--- src/rtl/block_stream_ctrl_if.sv ---
// Bundle of the character, checker and verdict handshakes around block_stream_ctrl.
// The master modport is the controller's view; the slave modport is the view of
// the surrounding producers, checker and verdict consumer.
interface block_stream_ctrl_if;
  logic       a_valid;
  logic [7:0] a_data;
  logic       a_ready;
  logic       b_valid;
  logic [7:0] b_data;
  logic       b_ready;
  logic       chk_clr;
  logic       chk_en;
  logic [7:0] chk_in;
  logic       chk_result;
  logic       res_valid;
  logic       res_ready;
  logic       res_src;
  logic       res_ok;
  logic [7:0] res_len;

  modport master (
    input  a_valid, a_data, b_valid, b_data, chk_result, res_ready,
    output a_ready, b_ready, chk_clr, chk_en, chk_in,
           res_valid, res_src, res_ok, res_len
  );

  modport slave (
    output a_valid, a_data, b_valid, b_data, chk_result, res_ready,
    input  a_ready, b_ready, chk_clr, chk_en, chk_in,
           res_valid, res_src, res_ok, res_len
  );
endinterface

--- src/rtl/block_stream_ctrl.sv ---
// Sentence-level controller sharing one begin/end nesting checker between two
// character sources. A source owns the checker for a whole sentence: the checker
// is cleared, the sentence streamed in, a flushing space appended, and the
// verdict reported on a held result handshake. Round-robin arbitration on ties.
module block_stream_ctrl #(
  parameter int         MAX_LEN = 200,
  parameter logic [7:0] TERM    = 8'h0A
) (
  input  logic                  clk,
  input  logic                  reset,
  block_stream_ctrl_if.master   bus,
  output logic                  busy
);

  localparam logic [7:0] FLUSH_CHAR = 8'h20;

  typedef enum logic [2:0] {
    IDLE,
    GRANT,
    STREAM,
    FLUSH,
    SAMPLE,
    REPORT
  } state_t;

  state_t     state;
  state_t     state_next;
  logic       owner;
  logic       owner_next;
  logic       last_owner;
  logic [7:0] len_cnt;
  logic       overflow;
  logic       src_valid;
  logic [7:0] src_data;
  logic       xfer;
  logic       is_term;

  // Owner's stream seen through a single mux; a transfer only exists in STREAM,
  // where the owner's ready is the only one raised.
  assign src_valid = owner ? bus.b_valid : bus.a_valid;
  assign src_data  = owner ? bus.b_data  : bus.a_data;
  assign xfer      = (state == STREAM) && src_valid;
  assign is_term   = (src_data == TERM);

  // State and owner registers; the owner only changes when leaving IDLE.
  always_ff @(posedge clk or negedge reset) begin
    if (!reset) begin
      state <= IDLE;
      owner <= 1'b0;
    end else begin
      state <= state_next;
      owner <= owner_next;
    end
  end

  // Next-state logic, including the round-robin pick of the new owner on a tie.
  always_comb begin
    state_next = state;
    owner_next = owner;
    case (state)
      IDLE: begin
        if (bus.a_valid && bus.b_valid) begin
          owner_next = ~last_owner;
          state_next = GRANT;
        end else if (bus.a_valid) begin
          owner_next = 1'b0;
          state_next = GRANT;
        end else if (bus.b_valid) begin
          owner_next = 1'b1;
          state_next = GRANT;
        end
      end
      GRANT:   state_next = STREAM;
      STREAM:  if (xfer && is_term) state_next = FLUSH;
      FLUSH:   state_next = SAMPLE;
      SAMPLE:  state_next = REPORT;
      REPORT:  if (bus.res_ready) state_next = IDLE;
      default: state_next = IDLE;
    endcase
  end

  // Decoded outputs: only the owner sees ready, and only while streaming.
  always_comb begin
    bus.a_ready = 1'b0;
    bus.b_ready = 1'b0;
    busy        = (state != IDLE);
    if (state == STREAM) begin
      bus.a_ready = ~owner;
      bus.b_ready = owner;
    end
  end

  // Checker clear is high for the GRANT cycle and held high out of reset.
  always_ff @(posedge clk or negedge reset) begin
    if (!reset) begin
      bus.chk_clr <= 1'b1;
    end else begin
      bus.chk_clr <= (state_next == GRANT);
    end
  end

  // Forward each accepted character one cycle later; the terminator becomes a space.
  always_ff @(posedge clk or negedge reset) begin
    if (!reset) begin
      bus.chk_en <= 1'b0;
      bus.chk_in <= 8'h00;
    end else begin
      bus.chk_en <= 1'b0;
      if (xfer) begin
        bus.chk_en <= 1'b1;
        bus.chk_in <= is_term ? FLUSH_CHAR : src_data;
      end
    end
  end

  // Saturating sentence length and sticky overflow once the length passes MAX_LEN.
  always_ff @(posedge clk or negedge reset) begin
    if (!reset) begin
      len_cnt  <= 8'h00;
      overflow <= 1'b0;
    end else if (state == GRANT) begin
      len_cnt  <= 8'h00;
      overflow <= 1'b0;
    end else if (xfer && !is_term) begin
      if (len_cnt != 8'hFF) begin
        len_cnt <= len_cnt + 8'd1;
      end
      if (int'(len_cnt) >= MAX_LEN) begin
        overflow <= 1'b1;
      end
    end
  end

  // Verdict capture at the end of SAMPLE, held until the consumer accepts it.
  always_ff @(posedge clk or negedge reset) begin
    if (!reset) begin
      bus.res_valid <= 1'b0;
      bus.res_src   <= 1'b0;
      bus.res_ok    <= 1'b0;
      bus.res_len   <= 8'h00;
      last_owner    <= 1'b1;
    end else if (state == SAMPLE) begin
      bus.res_valid <= 1'b1;
      bus.res_src   <= owner;
      bus.res_ok    <= bus.chk_result & ~overflow;
      bus.res_len   <= len_cnt;
      last_owner    <= owner;
    end else if ((state == REPORT) && bus.res_ready) begin
      bus.res_valid <= 1'b0;
    end
  end

endmodule

--- src/flat_wrapper.sv ---
// flat-port wrapper written by rule: the top's interface ports become plain ports
module block_stream_ctrl_flat 
#(
  parameter int         MAX_LEN = 200,
  parameter logic [7:0] TERM    = 8'h0A
)
  (clk, reset, busy, bus_a_valid, bus_a_data, bus_b_valid, bus_b_data, bus_chk_result, bus_res_ready, bus_a_ready, bus_b_ready, bus_chk_clr, bus_chk_en, bus_chk_in, bus_res_valid, bus_res_src, bus_res_ok, bus_res_len);
  block_stream_ctrl_if bus_i ();
  input  logic clk;
  input  logic reset;
  output logic busy;
  input wire logic [$bits(bus_i.a_valid)-1:0] bus_a_valid;
  input wire logic [$bits(bus_i.a_data)-1:0] bus_a_data;
  input wire logic [$bits(bus_i.b_valid)-1:0] bus_b_valid;
  input wire logic [$bits(bus_i.b_data)-1:0] bus_b_data;
  input wire logic [$bits(bus_i.chk_result)-1:0] bus_chk_result;
  input wire logic [$bits(bus_i.res_ready)-1:0] bus_res_ready;
  output wire logic [$bits(bus_i.a_ready)-1:0] bus_a_ready;
  output wire logic [$bits(bus_i.b_ready)-1:0] bus_b_ready;
  output wire logic [$bits(bus_i.chk_clr)-1:0] bus_chk_clr;
  output wire logic [$bits(bus_i.chk_en)-1:0] bus_chk_en;
  output wire logic [$bits(bus_i.chk_in)-1:0] bus_chk_in;
  output wire logic [$bits(bus_i.res_valid)-1:0] bus_res_valid;
  output wire logic [$bits(bus_i.res_src)-1:0] bus_res_src;
  output wire logic [$bits(bus_i.res_ok)-1:0] bus_res_ok;
  output wire logic [$bits(bus_i.res_len)-1:0] bus_res_len;
  assign bus_i.a_valid = bus_a_valid;
  assign bus_i.a_data = bus_a_data;
  assign bus_i.b_valid = bus_b_valid;
  assign bus_i.b_data = bus_b_data;
  assign bus_i.chk_result = bus_chk_result;
  assign bus_i.res_ready = bus_res_ready;
  assign bus_a_ready = bus_i.a_ready;
  assign bus_b_ready = bus_i.b_ready;
  assign bus_chk_clr = bus_i.chk_clr;
  assign bus_chk_en = bus_i.chk_en;
  assign bus_chk_in = bus_i.chk_in;
  assign bus_res_valid = bus_i.res_valid;
  assign bus_res_src = bus_i.res_src;
  assign bus_res_ok = bus_i.res_ok;
  assign bus_res_len = bus_i.res_len;
  block_stream_ctrl #(.MAX_LEN(MAX_LEN), .TERM(TERM)) u_core (.clk(clk), .reset(reset), .bus(bus_i), .busy(busy));
endmodule
--- config.mk ---
export PLATFORM = sky130hd
export DESIGN_NAME = block_stream_ctrl_flat
export DESIGN_NICKNAME = d
export VERILOG_FILES = /design/src/rtl/block_stream_ctrl_if.sv /design/src/rtl/block_stream_ctrl.sv /design/src/flat_wrapper.sv
export SDC_FILE = /design/constraint.sdc
export NUM_CORES = 1
export LEC_CHECK = 0
export CAP_MARGIN = 20
export CORE_AREA = 2 2 69 71
export DETAILED_ROUTE_END_ITERATION = 12
export DIE_AREA = 0 0 71 73
export HOLD_SLACK_MARGIN = 0.05
export MAX_ROUTING_LAYER = met4
export PLACE_DENSITY = 0.66
export SETUP_SLACK_MARGIN = 0.4
export SKIP_CTS_REPAIR_TIMING = 1
export SLEW_MARGIN = 5
export SYNTH_ARGS = -nofsm -noshare
export SYNTH_HDL_FRONTEND = slang
export SYNTH_SLANG_ARGS = --single-unit
--- constraint.sdc ---
create_clock -name clk -period 5.74 [get_ports clk]
set_clock_uncertainty 0.15 [all_clocks]
set_input_delay 1.148 -clock clk [delete_from_list [all_inputs] [get_ports clk]]
set_output_delay 1.148 -clock clk [all_outputs]
set_load 0.02 [all_outputs]
==> results.toml, run 1 <==
[worst_hold_path]
hold_path.class = "reg -> reg"

[critical_path]
crit_slowest_cell = "clkdlybuf4s50_1"
r2r_setup_slack_ps = 3580
max_stage_delay_ps = 610
worstPathCellList = "or3b_1 -> nor2_1 -> clkdlybuf4s50_1"
crit_type = "reg -> out"
cp.required_ps = 4440
cp.arrival_ps = 2040
setup.worst_path.end_class = "primary output"
worst-path-max-fanout = 10
path_delay_family = "buffers and inverters"
crit_buf_inv = 1
critical_path.startpoint_type = "register"

[route]
drc = 0
drt_iter0_drc = 59
vias = 1316
wl_met2_microns = 1581
routed_wl_microns = 3592
wl_met1_microns = 1654
viasPerCell = 5.023
top_layer_used = "met4"
drt_first_pass_iters = 4
ant_nets = 0
met3_wirelength_microns = 307
wl_per_cell_microns = 13.71

[clock_network]
h-tree-depth = 2
ctsRootBufferMaster = "clkbuf_8"
clock_latency_ps = 290
cts_max_path_buffers = 2
cts.clk_slew.worst_paths_ps = 80
cts.sinks = 35
cts-buffers-inserted = 5
cts_tree = "yes"

[synth]
synth_warnings = 0
ys.flop_type = "dfrtp_1"
synthArstFlopShare = 1.000
synth_edf_count = 0
synth_common_cells = "dfrtp_1, nand2_1, nor2_1, inv_1, mux2_2"
synth_top_area_frac = 0.4871
netlist_top_cells_area = "dfrtp_1, mux2_2, mux2i_1, nand2_1, dfstp_2"
synth_top_family_by_area = "simple AND/OR/NAND/NOR gates"
yosys_register_bits = 35
synth.avg_cell_area_sq_um = 10.53
syn_nets = 185
netlist_instances = 161
syn_area_sq_mm = 0.001695
synth_adder_area_share = 0.01476
synth.yosys.seq_area_share = 0.5181
yosysMostFrequentCell = "dfrtp_1"
synth_xor_area_frac = 0.01033
yosys.area.top_type = "dfrtp_1"
synth_compound_area_frac = 0.1210
yosys.area_share.simple = 0.1697
synthMuxAreaShare = 0.1196
synth_cell_type_count = 41

[status]
run_status = "completed"

[timing]
layout_setup_ws_ps = 2406
setup_viol = 0
rsz0062_at_grt = "no"
worst_pin_slew_ps = 943.8
max_freq_mhz = 299.9
slew_viol_final = 0
fin_crit_sh = 0.5809
fin_setup_tns_ps = 0
hold_viol = 0
min_period_ps = 3334
relSlewSlack = 0.3681

[place]
hpwl_microns = 2608
placed_area_sq_mm = 0.002185
place_congestion = 0.7970
dp_slack_ps = 2606
port_buffers = 45

[pwr]
power_density_mw_per_mm2 = 482.2
irDropWorstVdd_mv = 0.1470
p_leak_nw = 1.012
report.power.total_mw = 1.119

[floorplan]
core_sq_mm = 0.004536
dieHeight_microns = 73
pin_count = 46
die_x_microns = 71
start_util = 0.3738
row_count = 25
fp.dieArea_sq_mm = 0.005183

[global_route]
grt_max_degree = 36
antenna_found_initial = 0
grt_pass1_wl_microns = 6313
gr-total-overflow = 0
grt_usage = 0.1589
grt_pass1_vias = 1309

[finish]
num_antenna_cells = 0
post-route-util = 0.5117
final_cell_area_sq_mm = 0.002321
layout.nets = 231
drive_above_1_share = 0.1202
area_growth_syn_to_layout_pct = 36.90

[run]
maxCapViolCount = 0
layout make-up:
class,instances,area (sq um)
clock buffer,5,68.82
clock inverter,3,67.56
fill,426,2215
inverter,10,37.54
multi-input combinational,109,743.2
sequential,35,878.3
tap,54,67.56
timing repair buffer,46,457.9
stage by stage:
stage	instances	hold slack, ps
6_report	262	345.2
5_1_grt	262	374.5
4_1_cts	262	353.6
3_5_place_dp	254	335.8
3_3_place_gp	254	317.7
2_1_floorplan	161	303.8
cells by family (layout without fill, tap and decap cells):
group | Yosys count | in the layout
buffers and inverters | 17 | 64
flip-flops | 35 | 35
adder cells (fa/ha/maj) | 2 | 2
XOR/XNOR | 2 | 2
AND/OR/NAND/NOR | 57 | 57
AO/OA/AOI/OAI | 29 | 29
multiplexers | 19 | 19
sequential cells by signal (all words and copies together), names as in the netlist:
name / flops
u_core.bus.res_src: 1
u_core.bus.chk_clr: 1
u_core.len_cnt: 8
u_core.bus.res_valid: 1
u_core.owner: 1
u_core.last_owner: 1
u_core.bus.chk_en: 1
u_core.bus.chk_in: 8
u_core.state: 3
u_core.bus.res_len: 8
u_core.bus.res_ok: 1
u_core.overflow: 1
power breakdown:
group	internal, mW	total (mW)	switching (mW)	leakage, nW
combinational	0.224	0.448	0.224	0.502
sequential	0.331	0.408	0.0768	0.445
clock	0.173	0.263	0.0901	0.0644
cells in the final DEF, fill, tap and decap left out, types with 2 or more instances in the layout:
cell	synthesis	final
nand3b_1	3	3
nor4_1	2	2
bufinv_16	0	2
dfstp_2	2	2
clkdlybuf4s50_1	0	45
nand3_1	5	5
dfrtp_1	33	33
nor3_1	3	3
o21ai_0	5	5
a21oi_1	9	9
a211o_1	2	2
xnor2_1	2	2
a21o_1	2	2
inv_1	10	10
nor4bb_1	2	2
clkbuf_8	0	5
ha_1	2	2
nand2b_1	2	2
mux2_2	10	10
nor2_1	14	14
mux2i_1	9	9
o22ai_1	2	2
nand2_1	18	18
worst reg2reg max path, stage by stage, from the launching register on:
cell and delay, ps:
dfrtp_1 530, or3b_1 480, a211o_1 320, a2bb2oi_4 290, nand4_1 150, mux2i_1 130
worst paths after layout:
check                           cells after the start                          endpoint                             start
worst min register to register                      1  u_core.bus.res_valid$_DFFE_PN0P_  u_core.bus.res_valid$_DFFE_PN0P_
max in group asynchronous                           2     u_core.last_owner$_DFFE_PN1P_                             reset
worst max-delay path                                3                       bus_b_ready         u_core.state[1]$_DFF_PN0_
min in group asynchronous                           2  u_core.bus.chk_in[0]$_DFFE_PN0P_                             reset
worst min-delay path                                1  u_core.bus.res_valid$_DFFE_PN0P_  u_core.bus.res_valid$_DFFE_PN0P_
worst max register to register                      5     u_core.len_cnt[3]$_DFFE_PN0P_         u_core.state[1]$_DFF_PN0_
routing by layer:
layer,GRT usage,vias up
met5,-,-
met4,0.05660,0
met3,0.05249,6
met2,0.2326,45
met1,0.2072,609
li1,-,656
(Power assumes the default switching activity.)
==> inputs of run 2 (changes only) <==
--- a/config.mk
+++ b/config.mk
@@ -11,7 +11,7 @@
 export DIE_AREA = 0 0 71 73
 export HOLD_SLACK_MARGIN = 0.05
 export MAX_ROUTING_LAYER = met4
-export PLACE_DENSITY = 0.66
+export PLACE_DENSITY = 0.68
 export SETUP_SLACK_MARGIN = 0.4
 export SKIP_CTS_REPAIR_TIMING = 1
 export SLEW_MARGIN = 5
==> constraint.sdc (replaced) <==
create_clock -name clk -period 2.7 [get_ports clk]
set_clock_uncertainty 0.15 [all_clocks]
set_input_delay 0.54 -clock clk [delete_from_list [all_inputs] [get_ports clk]]
set_output_delay 0.54 -clock clk [all_outputs]
set_load 0.02 [all_outputs]
==> run 2 against run 1 <==
  * Sequential share of layout area grew 0.080 points
  * Clock power grew 37%
  * Via count grew 1.7%
  * Design area grew 0.22%
  * Register-to-register slack lost 2900 ps
  * Worst setup slack lost 2000 ps
  * Die area is the same
  * First-iteration DRC count shrank 3.4%
  * Non-clock buffer count grew 3
==> results.toml, run 2 (synthesized netlist as in run 1, its figures left out) <==
[floorplan]
start_util = 0.3738
fp.dieArea_sq_mm = 0.005183
dieHeight_microns = 73
die_x_microns = 71
core_sq_mm = 0.004536
pin_count = 46
row_count = 25

[route]
drt_iter0_drc = 57
vias = 1338
wl_per_cell_microns = 14.09
drt_first_pass_iters = 4
viasPerCell = 5.049
ant_nets = 0
routed_wl_microns = 3734
drc = 0

[critical_path]
cp.required_ps = 2010
crit_buf_inv = 1
crit_slowest_cell = "dfrtp_2"
worst-path-max-fanout = 9
critical_path.startpoint_type = "register"
cp.arrival_ps = 1570
setup.worst_path.end_class = "primary output"
crit_type = "reg -> out"
path_delay_family = "simple AND/OR/NAND/NOR gates"
worstPathCellList = "or3b_4 -> nor2_1 -> dlymetal6s2s_1"
max_stage_delay_ps = 470

[finish]
area_growth_syn_to_layout_pct = 37.20
reg_top3 = "u_core.bus.chk_in: 8 flops, u_core.bus.res_len: 8 flops, u_core.len_cnt: 8 flops"
layout.nets = 234
final_cell_mix = "clkdlybuf4s50_1, dfrtp_1, nand2_1, nor2_1"
n_fill_cell = 437
drive_above_1_share = 0.1564
num_antenna_cells = 0
post-route-util = 0.5128
final_common_cell = "clkdlybuf4s50_1"
multi_input_area_sq_um = 769.5
seq_area_sq_um = 882.1

[worst_hold_path]
hold_path.class = "reg -> reg"

[clock_network]
h-tree-depth = 2
cts-buffers-inserted = 5
clock_latency_ps = 280
ctsRootBufferMaster = "clkbuf_8"
cts.sinks = 35
cts_tree = "yes"
cts_max_path_buffers = 2
cts.clk_slew.worst_paths_ps = 70

[timing]
fin_crit_sh = 0.8359
relSlewSlack = 0.4797
slew_viol_final = 0
max_freq_mhz = 443.1
setup_viol = 0
min_period_ps = 2257
fin_setup_tns_ps = 0
worst_pin_slew_ps = 778.7
hold_viol = 0
rsz0062_at_grt = "yes"

[global_route]
gr-total-overflow = 0
grt_pass1_wl_microns = 6430
grt_usage = 0.1629
antenna_found_initial = 0
grt_max_degree = 36
grt_pass1_vias = 1332

[pwr]
irDropWorstVdd_mv = 0.2754
power_density_mw_per_mm2 = 956.9
p_leak_nw = 1.046

[place]
hpwl_microns = 2666
place_congestion = 0.8498
port_buffers = 45

[status]
run_status = "completed"

[run]
maxCapViolCount = 0
==> run 2: changes by cell type in the layout (fill, tap and decap cells not counted), moves of 2 or more <==
| cell | change |
|---|---|
| buf_4 | +3 |
| bufinv_16 | -2 |
| clkbuf_1 | +2 |
| clkdlybuf4s50_1 | -3 |
| dfrtp_1 | -3 |
| dfrtp_2 | +3 |
| dlymetal6s2s_1 | +3 |
| nor4bb_1 | -2 |
| nor4bb_2 | +2 |
==> run 2: per-layer routing <==
metal / share of wire / global-route usage
met3: 0.067 / 0.04972
met2: 0.45 / 0.2440
met4: 0.0072 / 0.05031
met5: 0 / -
met1: 0.47 / 0.2131
==> run 2: layout make-up <==
cell class | count | area share
inverter | 10 | 0.01614
timing repair buffer | 49 | 0.2098
tap | 54 | 0.02905
sequential | 35 | 0.3792
clock inverter | 1 | 0.002152
multi-input combinational | 109 | 0.3308
clock buffer | 7 | 0.03281
==> run 2: path summary, 6_finish.rpt <==
check / cells after the start / slack [ps] / to / startpoint
worst max register to register: 5 / 660 / u_core.len_cnt[7]$_DFFE_PN0P_ / u_core.state[2]$_DFF_PN0_
worst max-delay path: 3 / 440 / bus_a_ready / u_core.state[2]$_DFF_PN0_
worst min-delay path: 1 / 340 / u_core.bus.res_valid$_DFFE_PN0P_ / u_core.bus.res_valid$_DFFE_PN0P_
worst min register to register: 1 / 340 / u_core.bus.res_valid$_DFFE_PN0P_ / u_core.bus.res_valid$_DFFE_PN0P_
min in group asynchronous: 2 / 520 / u_core.bus.res_valid$_DFFE_PN0P_ / reset
max in group asynchronous: 2 / 1530 / u_core.last_owner$_DFFE_PN1P_ / reset
==> run 2: power breakdown <==
| group | leakage, nW | switching [mW] | internal, mW |
|---|---|---|---|
| registers | 0.441 | 0.150 | 0.709 |
| clock network | 0.0422 | 0.178 | 0.181 |
| logic | 0.562 | 0.505 | 0.504 |
| total | 1.05 | 0.832 | 1.39 |
==> run 2: through the flow <==
step                setup slack, ps  hold WS, ps  power, mW  instance area, sq um  instances
floorplan                     699.5        94.41      1.446                  1695        161
global placement              262.0        316.5      1.848                  2207        257
detailed placement            151.0        327.4      1.862                  2207        257
CTS                          -55.26        343.8      2.234                  2288        265
global route                  340.2        381.1      2.394                  2326        265
finish                        443.2        338.7      2.226                  2326        265
==> run 2: worst reg2reg max path, delay by kind of cell, from the launching register on <==
kind,cells,cell delay [ps]
AND/OR/NAND/NOR,2,590
AO/OA/AOI/OAI,3,730
flip-flops,1,470
==> RTL edit 1: new RTL, settings of run 2 <==
Encoding of `state_t`: now one-hot (6 bits for 6 states).
--- a/src/rtl/block_stream_ctrl.sv
+++ b/src/rtl/block_stream_ctrl.sv
@@ -14,13 +14,13 @@
 
   localparam logic [7:0] FLUSH_CHAR = 8'h20;
 
-  typedef enum logic [2:0] {
-    IDLE,
-    GRANT,
-    STREAM,
-    FLUSH,
-    SAMPLE,
-    REPORT
+  typedef enum logic [5:0] {
+    IDLE   = 6'b000001,
+    GRANT  = 6'b000010,
+    STREAM = 6'b000100,
+    FLUSH  = 6'b001000,
+    SAMPLE = 6'b010000,
+    REPORT = 6'b100000
   } state_t;
 
   state_t     state;
Function: same outputs for any inputs over 10 cycles, from zero or initial values and one cycle with reset low; not proved beyond that.
==> RTL edit 1 against run 2 <==
- wire length up 5.3%
- cell area up 7.9%
- sequential cell count up 3
- area after synthesis up 8.0%
- combinational power down 26%
- power down 14%
- setup slack worse by 0.012 ns
- register-to-register slack worse by 0.10 ns
- largest cell class unchanged
==> RTL edit 1: results (changes against run 2) <==
Worst setup path
- Critical Path Fanout Max: 7, -2
- largest stage delay on the critical path: 0.47 ns, about the same
- logic depth of the worst register-to-register path: 6, +1
- Slowest-stage cell, CP: sky130_fd_sc_hd__or4_1

Global route
- GRT Resource Usage Total: 16.41%, +0.13 points
- largest net degree at the start of global routing: 39, +8.3%
- global-route wire length before repair: 6.527 mm, +1.5%
- vias in the first global route: 1449, +8.8%

Power and ir drop
- maximum resistive drop on vdd: 0.0002361 V, -14%
- Leakage Power: 1.157 nW, +11%
- P_int: 1.246 mW, -11%

Place
- IO Port Bufs: 45, unchanged
- half-perimeter wire length of the detailed placement result: 2.868 mm, +7.6%
- RD Place Congestion: 0.7959, -6.3%
- DP Area: 0.002384 mm^2, +8.0%
- worst-case setup slack after placement: 0.02242 ns, -0.1286 ns
- Inst Count DP: 279, +8.6%

Yosys
- synthesis warning total: 0, unchanged
- synth top area cells: sky130_fd_sc_hd__dfrtp_1, sky130_fd_sc_hd__mux2i_1, sky130_fd_sc_hd__dfstp_2, sky130_fd_sc_hd__mux2_2, sky130_fd_sc_hd__nor2_1
- syn nets: 201, +8.6%
- Synth Instances: 177, +9.9%
- distinct cell type count after synthesis: 45, +9.8%
- leading post-synthesis cells by instance count: sky130_fd_sc_hd__dfrtp_1, sky130_fd_sc_hd__nor2_1, sky130_fd_sc_hd__nand2_1
- fraction of the yosys area taken by sequential cells: 52.15%, +0.34 points

Drt
- total wire length after detailed routing: 3.931 mm, +5.3%
- first-pass detailed-route iteration total: 4, unchanged
- total via count after detailed routing: 1505, +12%
- average via count per standard cell: 5.190, +2.8%
- starting DRC count in detailed routing: 56, -1.8%

STA
- slew of the pin with the lowest slew margin: 0.8335 ns, +0.05476 ns

Cells and area
- Antenna Cells: 0, unchanged
- registers with the most flip-flops: u_core.bus.chk_in x8, u_core.bus.res_len x8, u_core.len_cnt x8
- share of cells above drive strength 1: 15.68%, +0.038 points
- FF+latch area: 954.7 um^2, +8.2%
- FILL cells: 405, -7.3%
- net count reported at finish: 259, +11%

Clock network
- Clock H-tree levels: 2, unchanged
- clk slew on worst S/H paths: 0.07 ns, about the same

Min path
- hold crit path type: in -> async

Outcome
- status: finished clean

RTL edit 1: cell count changes after synthesis, sizes merged, moves of 3 or more:
| cell | change |
|---|---|
| buf | -3 |
| nor2 | +4 |
| mux2 | -3 |
| o21ai | +11 |
| o31ai | +7 |
| nand4 | +4 |
| nand2 | -4 |
RTL edit 1: path summary, 6_finish.rpt:
path	startpoint	to	slack [ns]
worst max-delay path	bus_a_data[3]	u_core.len_cnt[5]	0.43
worst max register to register	u_core.owner	u_core.len_cnt[5]	0.56
max in group asynchronous	reset	u_core.bus.res_src	1.67
worst min-delay path	reset	u_core.bus.chk_in[4]	0.20
min in group clk	u_core.last_owner	u_core.last_owner	0.32
worst min register to register	u_core.last_owner	u_core.last_owner	0.32
RTL edit 1: cell type report:
class	count	share of cell area [%]
clock buffer	7	3.441
clock inverter	1	0.1995
inverter	9	1.347
multi-input combinational	125	33.22
sequential	38	38.05
tap	54	2.693
timing repair buffer	56	21.05
RTL edit 1: cells by family after synthesis:
| kind of cell | Yosys count | share of synthesized area [%] |
|---|---|---|
| buffers and inverters | 14 | 2.940 |
| AND/OR/NAND/NOR | 65 | 20.03 |
| XOR/XNOR | 2 | 0.9571 |
| flip-flops | 38 | 52.15 |
| multiplexers | 15 | 8.681 |
| AO/OA/AOI/OAI | 41 | 13.88 |
| adder cells (fa/ha/maj) | 2 | 1.367 |
RTL edit 1: per-layer routing:
layer	global-route usage, %	part of all wire, %	wire length (um)	up-vias
li1	-	-	-	766
met1	19.60	46	1801	713
met2	27.52	49	1935	20
met3	2.901	3.1	120	6
met4	6.918	1.9	73	0
met5	-	0	0	-
RTL edit 1: power by group through the flow:
stage	registers, mW	logic (mW)	clock network [mW]
after CTS	0.761	0.751	0.412
after global placement	0.769	0.742	0
final	0.762	0.746	0.398
after global routing	0.780	0.820	0.434
after detailed placement	0.774	0.749	0
after floorplan	0.846	0.357	0
RTL edit 1: worst max-delay path: cells and delay by family:
kind | cells | cell delay, ns
and+or+nand+nor | 4 | 1.23
buffers and inverters | 1 | 0.42
AOI/OAI and AO/OA | 1 | 0.14
==> RTL edit 2: new RTL, config.mk and constraints of run 2 <==
Made on the original files. `MAX_LEN` is set to 200 in 2 places; all go to 100.
--- a/src/rtl/block_stream_ctrl.sv
+++ b/src/rtl/block_stream_ctrl.sv
@@ -3,7 +3,7 @@
 // is cleared, the sentence streamed in, a flushing space appended, and the
 // verdict reported on a held result handshake. Round-robin arbitration on ties.
 module block_stream_ctrl #(
-  parameter int         MAX_LEN = 200,
+  parameter int         MAX_LEN = 100,
   parameter logic [7:0] TERM    = 8'h0A
 ) (
   input  logic                  clk,
--- a/src/flat_wrapper.sv
+++ b/src/flat_wrapper.sv
@@ -1,7 +1,7 @@
 // flat-port wrapper written by rule: the top's interface ports become plain ports
 module block_stream_ctrl_flat 
 #(
-  parameter int         MAX_LEN = 200,
+  parameter int         MAX_LEN = 100,
   parameter logic [7:0] TERM    = 8'h0A
 )
   (clk, reset, busy, bus_a_valid, bus_a_data, bus_b_valid, bus_b_data, bus_chk_result, bus_res_ready, bus_a_ready, bus_b_ready, bus_chk_clr, bus_chk_en, bus_chk_in, bus_res_valid, bus_res_src, bus_res_ok, bus_res_len);
Behaviour: no difference found for any inputs over 10 cycles, from zero or initial values and one cycle with reset low; that may be too few to reach the edited logic, so the function may still have changed.
==> RTL edit 2 against run 2 <==
- cell area is 0.86% higher
- sequential cell count unchanged
- wire length is 3.9% lower
- first-iteration DRC count rose by 44%
- power barely moved
- clock power rose by 28%
- non-clock buffer count is 2 higher
- setup slack improved by 0.018 ns
- area after synthesis increased by 0.81%
- worst hold slack worse by 0.0052 ns
- largest power group unchanged
==> RTL edit 2: results (changes against run 2) <==
Outcome
- status: finished clean

Yosys
- complex-gate fraction of the synthesized area: 11.57%, -0.54 points
- leading post-synthesis cells by instance count: sky130_fd_sc_hd__dfrtp_1, sky130_fd_sc_hd__nand2_1
- multiplexer area fraction after synthesis: 11.20%, -0.76 points
- synth top area cells: sky130_fd_sc_hd__dfrtp_1, sky130_fd_sc_hd__mux2i_1, sky130_fd_sc_hd__mux2_2, sky130_fd_sc_hd__nand2_1, sky130_fd_sc_hd__dfstp_2
- syn nets: 184, -0.54%
- distinct cell type count after synthesis: 38, -7.3%
- Synth Area in Adders: 1.464%, -0.012 points
- fraction of the yosys area taken by sequential cells: 51.39%, -0.42 points

Global route
- global-route wire length before repair: 6.375 mm, -0.86%
- GRT Resource Usage Total: 15.91%, -0.38 points
- Global Route met1 Usage: 20.30%, -1.0 points
- fraction of met3 tracks used by global routing: 4.696%, -0.28 points
- met2 Use GR: 25.44%, +1.0 points

Drt
- Met1 Routed Length: 1.690 mm, -3.8%
- WL/cell: 13.54 um, -3.9%
- starting DRC count in detailed routing: 82, +44%
- first-pass detailed-route iteration total: 5, +1
- amount of wire on met3 after detailed routing: 233 um, -7.5%
- total length of routed met2 wires: 1.661 mm, -2.1%
- total via count after detailed routing: 1351, +0.97%
- total wire length after detailed routing: 3.589 mm, -3.9%

Worst setup path
- Critical Path Fanout Max: 10, +1
- logic depth of the worst register-to-register path: 7, +2
- beginning of the worst register-to-register path: u_core.owner
- Slowest-stage cell, CP: sky130_fd_sc_hd__or3b_2
- reg-to-reg critical path endpoint: u_core.len_cnt[5]
- data arrival time at the worst-slack endpoint: 1.55 ns, -0.02 ns

Min path
- critical hold path startpoint: u_core.bus.chk_in[7]
- hold-critical path endpoint: u_core.bus.chk_in[7]
- Worst Hold Path Cells: 2, +1

Power and ir drop
- Leakage Power: 1.050 nW, +0.42%
- maximum resistive drop on vdd: 0.0003173 V, +15%

STA
- worst rel slew slack: 70.69%, +23 points
- worst-case hold slack: 0.3336 ns, -0.005155 ns

Cells and area
- share of cells above drive strength 1: 15.17%, -0.47 points
- FILL cells: 408, -6.6%

Place
- RD Place Congestion: 0.7957, -6.4%

[RTL edit 2: cell count changes after synthesis, sizes merged, moves of 3 or more]
cell   before  now
nor2       14    9
a21oi      10    5
nand3       5    8
or3         0    3
nand2      18   15
o31ai       1    4
o21ai       5   16
[RTL edit 2: per-stage QoR]
step / area (um^2) / util [%] / total power, mW
3_5_place_dp: 2223 / 49.02 / 1.778
3_3_place_gp: 2223 / 49.02 / 1.767
5_1_grt: 2346 / 51.72 / 2.387
2_1_floorplan: 1709 / - / 1.387
6_report: 2346 / 51.72 / 2.227
4_1_cts: 2330 / 51.37 / 2.247
[RTL edit 2: area by class of cell]
cell class / count / area share [%]
clock buffers: 7 / 3.253
clock inverters: 1 / 1.280
well taps: 54 / 2.880
flip-flops and latches: 35 / 37.49
inverters: 10 / 1.600
multi-input cells: 107 / 32.05
repair buffers: 51 / 21.44
[RTL edit 2: where the power goes]
part	total [mW]	switching, mW	internal [mW]
Sequential	0.801	0.115	0.686
Clock	0.460	0.184	0.276
Combinational	0.966	0.505	0.461
